==> config.mk <==
export PLATFORM = sky130hd
export DESIGN_NAME = dh_privkey_gen
export DESIGN_NICKNAME = d
export VERILOG_FILES = /design/src/rtl/dh_privkey_gen.sv
export SDC_FILE = /design/constraint.sdc
export NUM_CORES = 1
export LEC_CHECK = 0
export CORE_MARGIN = 8
export CORE_UTILIZATION = 45
export CTS_BUF_LIST = sky130_fd_sc_hd__clkbuf_8
export DETAILED_ROUTE_END_ITERATION = 10
export GPL_TIMING_DRIVEN = 0
export PLACE_DENSITY = 0.68
export SYNTH_ARGS = -nofsm -noshare
export SYNTH_HDL_FRONTEND = slang
export SYNTH_SLANG_ARGS = --single-unit
==> constraint.sdc <==
create_clock -name clk -period 8.7 [get_ports clk]
set_input_delay 1.305 -clock clk [delete_from_list [all_inputs] [get_ports clk]]
set_output_delay 1.305 -clock clk [all_outputs]
set_load 0.005 [all_outputs]
==> src/rtl/dh_privkey_gen.sv <==
// dh_privkey_gen: draws Diffie-Hellman private exponents in [2, prime-2] by rejection sampling a Galois LFSR.
// Optional macro DH_RETRY_LIMIT_EN caps the rejected candidates per request at MAX_RETRY and flags err instead.
module dh_privkey_gen #(
    parameter int               WIDTH     = 100,
    parameter logic [WIDTH-1:0] TAPS      = 100'h8_0000_0000_0000_0001_0000_0000,
    parameter logic [WIDTH-1:0] SEED      = WIDTH'(1),
    parameter int               MAX_RETRY = 16
) (
    input  logic             clk,
    input  logic             rst,
    input  logic             seed_load,
    input  logic [WIDTH-1:0] seed_in,
    input  logic [WIDTH-1:0] prime,
    input  logic             req,
    output logic [WIDTH:0]   exp_out,
    output logic             exp_valid,
    input  logic             exp_ready,
    output logic             exp_start,
    output logic             busy,
    output logic             err
);

    localparam int CW = (WIDTH > 1) ? $clog2(WIDTH) : 1;
    localparam int RW = (MAX_RETRY > 1) ? $clog2(MAX_RETRY + 1) : 1;

    typedef enum logic [1:0] {
        IDLE,
        GEN,
        CHECK,
        HOLD
    } state_t;

    state_t           state;
    state_t           state_next;
    logic [WIDTH-1:0] lfsr;
    logic [WIDTH-1:0] lfsr_step;
    logic [WIDTH-1:0] cand;
    logic [WIDTH-1:0] prime_q;
    logic [WIDTH-1:0] prime_m2;
    logic [WIDTH-1:0] mask;
    logic [WIDTH-1:0] m;
    logic [CW-1:0]    bit_cnt;
    logic [RW-1:0]    retry_cnt;
    logic             seen;
    logic             gen_done;
    logic             prime_small;
    logic             in_range;
    logic             retry_hit;

    assign lfsr_step = (lfsr >> 1) ^ (lfsr[0] ? TAPS : '0);

    // Mask keeps candidate bits up to the MSB of the modulus so most draws land near the range.
    always_comb begin
        mask = '0;
        seen = 1'b0;
        for (int i = WIDTH - 1; i >= 0; i--) begin
            seen    = seen | prime_q[i];
            mask[i] = seen;
        end
    end

    assign m           = cand & mask;
    assign prime_m2    = prime_q - WIDTH'(2);
    assign prime_small = prime_q < WIDTH'(5);
    assign in_range    = (m >= WIDTH'(2)) && (m <= prime_m2);
    assign gen_done    = bit_cnt == CW'(WIDTH - 1);

`ifdef DH_RETRY_LIMIT_EN
    assign retry_hit = (int'(retry_cnt) + 1) >= MAX_RETRY;
`else
    assign retry_hit = 1'b0;
`endif

    assign exp_start = (state == HOLD) && exp_ready;
    assign busy      = state != IDLE;

    always_ff @(posedge clk) begin
        if (!rst) begin
            state <= IDLE;
        end else begin
            state <= state_next;
        end
    end

    always_comb begin
        state_next = state;
        case (state)
            IDLE: begin
                if (req) begin
                    state_next = GEN;
                end
            end
            GEN: begin
                if (gen_done) begin
                    state_next = CHECK;
                end
            end
            CHECK: begin
                if (prime_small) begin
                    state_next = IDLE;
                end else if (in_range) begin
                    state_next = HOLD;
                end else if (retry_hit) begin
                    state_next = IDLE;
                end else begin
                    state_next = GEN;
                end
            end
            HOLD: begin
                if (exp_ready) begin
                    state_next = IDLE;
                end
            end
            default: state_next = IDLE;
        endcase
    end

    // The LFSR only advances in GEN, so each seed yields a reproducible exponent sequence.
    always_ff @(posedge clk) begin
        if (!rst) begin
            lfsr      <= SEED;
            cand      <= '0;
            prime_q   <= '0;
            bit_cnt   <= '0;
            retry_cnt <= '0;
            exp_out   <= '0;
            exp_valid <= 1'b0;
            err       <= 1'b0;
        end else begin
            case (state)
                IDLE: begin
                    if (seed_load) begin
                        lfsr <= (seed_in == '0) ? SEED : seed_in;
                    end
                    if (req) begin
                        prime_q   <= prime;
                        err       <= 1'b0;
                        retry_cnt <= '0;
                    end
                end
                GEN: begin
                    lfsr    <= lfsr_step;
                    cand    <= {cand[WIDTH-2:0], lfsr[0]};
                    bit_cnt <= gen_done ? '0 : bit_cnt + CW'(1);
                end
                CHECK: begin
                    if (prime_small) begin
                        err <= 1'b1;
                    end else if (in_range) begin
                        exp_out   <= {1'b0, m};
                        exp_valid <= 1'b1;
                    end else begin
                        retry_cnt <= retry_cnt + RW'(1);
                        if (retry_hit) begin
                            err <= 1'b1;
                        end
                    end
                end
                HOLD: begin
                    if (exp_ready) begin
                        exp_valid <= 1'b0;
                    end
                end
                default: ;
            endcase
        end
    end

endmodule

==> results.toml <==
[clocking]
cts_tree = "done"
clock-root-buffer = "clkbuf_8"
clockBufferDepth = 3
holdBufCountCts = 0
htreeDepth = 3
worstSkewPairLatency_ns = 0.68
clock-sinks = 411
clk_pin_slew_ns = 0.06
cts_buffers = 73

[placement]
routabilityCongestion = 0.946
numPortBuffers = 306
dpl.hpwl_um = 64800

[synth]
synth-seq-cells = 411
async_flop_share = 0
synth_edf_count = 0
yosysSeqAreaShare = 0.363
ys.flop_type = "dfxtp_1"
avgSynthCellArea_um2 = 8.10
synth_area_mm2 = 0.0227
synthCells = 2798
synthDistinctLibCells = 73
syn_nets = 3103
yosys_warnings = 0

[sta]
finalSetupViolCount = 0
fin_setup_tns_ns = 0
slew_violations = 0
clock_skew_ns = 0.0425
slew_headroom = 0.0978
fin_crit_ns = 8.43
hold_viol_final = 0
worst_slew_pin_slew_ns = 1.35
post-route-period-util = 0.969
fmax_ghz = 0.119
rsz0062_at_grt = "false"

[setup_path]
required_ns = 9.20
r2r_setup_slack_ns = 0.27
critPathKind = "flop to flop"
crit_path_start_kind = "flop"
cp-end-kind = "flop"
crit_fanout = 10
crit_arrival_ns = 8.94

[pwr]
powerDensity_mw_per_mm2 = 164
cellLeakagePower_nw = 10.3
vdd_drop_max_mv = 0.0917

[die]
ios = 310
die_h_um = 240
core.rowCount = 82
start_util = 0.453
core_mm2 = 0.0500
die_area_mm2 = 0.0578
die_w_um = 240

[min_path]
hold_class = "flop to flop"

[finish]
syn_to_final_growth_pct = 24.2
finalNetCount = 3485
fillers = 4675
final_util = 0.563
layout_commonest_cell = "nand2_1"
layout_common_cells = "nand2_1 (661), dfxtp_1 (411), clkdlybuf4s50_1 (306), a21boi_0 (203), clkbuf_1 (183)"
drive_above_1_share = 0.0767

[drt]
dr.pass1.iters = 6
drt-initial-drc-count = 1612
wl_per_cell_um = 21.4
detail-route-antenna-nets = 0
vias = 22300
drc = 0
vias_per_cell = 5.70
routed_wl_um = 83600

[grt]
grt_pass1_vias = 22300
grt_pass1_wl_um = 127000
grt_antenna_before_repair = 2
grtUsageTotal = 0.280
grt_max_degree = 11
grt_overflow_total = 0

[outcome]
status = "completed"

[run]
maxCapViolCount = 0
## cell families after synthesis
group | share of synthesized area
buf+inv | 0.0411
xor+xnor | 0.0379
other cells | 0.000166
simple gates | 0.251
compound gates | 0.211
flops | 0.363
fa+ha+maj | 0.0552
mux | 0.0402
## metrics by stage
stage                     power, mW  area [µm²]  cells  hold slack (ns)  setup slack, ns
final                          4.63       28100   3909            0.456            0.268
after detailed placement       2.77       26600   3777            0.447            -1.10
after global routing           4.82       28100   3905            0.473           0.0244
after global placement         2.75       26600   3776            0.444            -1.56
after floorplan                2.48       22700   2798            0.445             2.46
after CTS                      4.64       28100   3904            0.461            0.101
## registers in the layout, indices dropped and copies added (netlist names)
signal	flops
cand	100
exp_out	100
lfsr	100
prime_q	100
bit_cnt	7
state	2
err	1
exp_valid	1
## power breakdown
part	total (mW)	switching (mW)	leakage, nW	internal [mW]
registers	2.02	0.0638	3.35	1.95
logic	0.730	0.426	6.05	0.305
clock network	1.88	0.851	0.857	1.03
## metal layers
metal	share of wire	wire length [µm]	GRT usage	vias up
met5	0.00012	10	0	-
met4	0.035	2940	0.102	2
met3	0.067	5610	0.0575	188
met2	0.48	40100	0.482	782
met1	0.42	35000	0.341	10700
li1	-	-	-	10700
## path summary, 6_finish.rpt
check,startpoint,to,depth (start not counted)
worst max-delay path,prime_q[38],exp_out[8],22
worst min-delay path,exp_out[84],exp_out[84],2
worst max register to register,prime_q[38],exp_out[8],22
worst min register to register,exp_out[84],exp_out[84],2
## critical path, cell delays in order (launching register included)
cell	delay, ns
dfxtp_1	0.29
clkbuf_1	0.25
nor4_1	0.73
nand3_1	0.27
nor3_1	0.78
nand4_1	0.34
nor3_2	0.44
and3_1	0.32
nand2_1	0.18
nor4_1	0.31
xnor2_1	0.12
ha_1	0.32
nand4_1	0.26
nor4_4	0.50
nand4_1	0.35
or4_1	0.64
nor4b_1	0.33
nand4_1	0.18
o21a_1	0.20
a311oi_1	0.54
buf_4	0.43
buf_2	0.32
o22ai_1	0.11
## cells in the mapped netlist (all sizes together), types with 29 or more instances
master | n | area (µm²)
o31a | 29 | 254
xnor2 | 54 | 473
o21ai | 36 | 180
nor2 | 169 | 634
mux2i | 91 | 911
clkbuf | 185 | 696
a21oi | 135 | 676
a21boi | 203 | 1520
ha | 100 | 1250
dfxtp | 411 | 8230
nand2 | 662 | 2490
nand4 | 52 | 325
nor3 | 54 | 275
o221a | 98 | 1100
nor4 | 61 | 409
xor2 | 44 | 385
nor2b | 104 | 651
## layout make-up
| type | count | area, µm² | share of cell area |
|---|---|---|---|
| antenna | 5 | 12.5 | 0.000445 |
| buffer | 206 | 842 | 0.0299 |
| clock buffer | 97 | 1340 | 0.0474 |
| clock inverter | 30 | 171 | 0.00609 |
| inverter | 24 | 90.1 | 0.00320 |
| multi-input combinational | 2157 | 13600 | 0.482 |
| sequential | 411 | 8230 | 0.292 |
| tap | 672 | 841 | 0.0299 |
| timing repair buffer | 307 | 3070 | 0.109 |
## repair_timing
action | in CTS | in global routing
resized for setup | 5 | 2
pin swaps | 0 | 1
endpoints found under the hold margin | 0 | 0
endpoints found under the setup margin | 102 | 83
setup buffers | 0 | 0
Note: power is estimated with default switching activity, not from simulation.
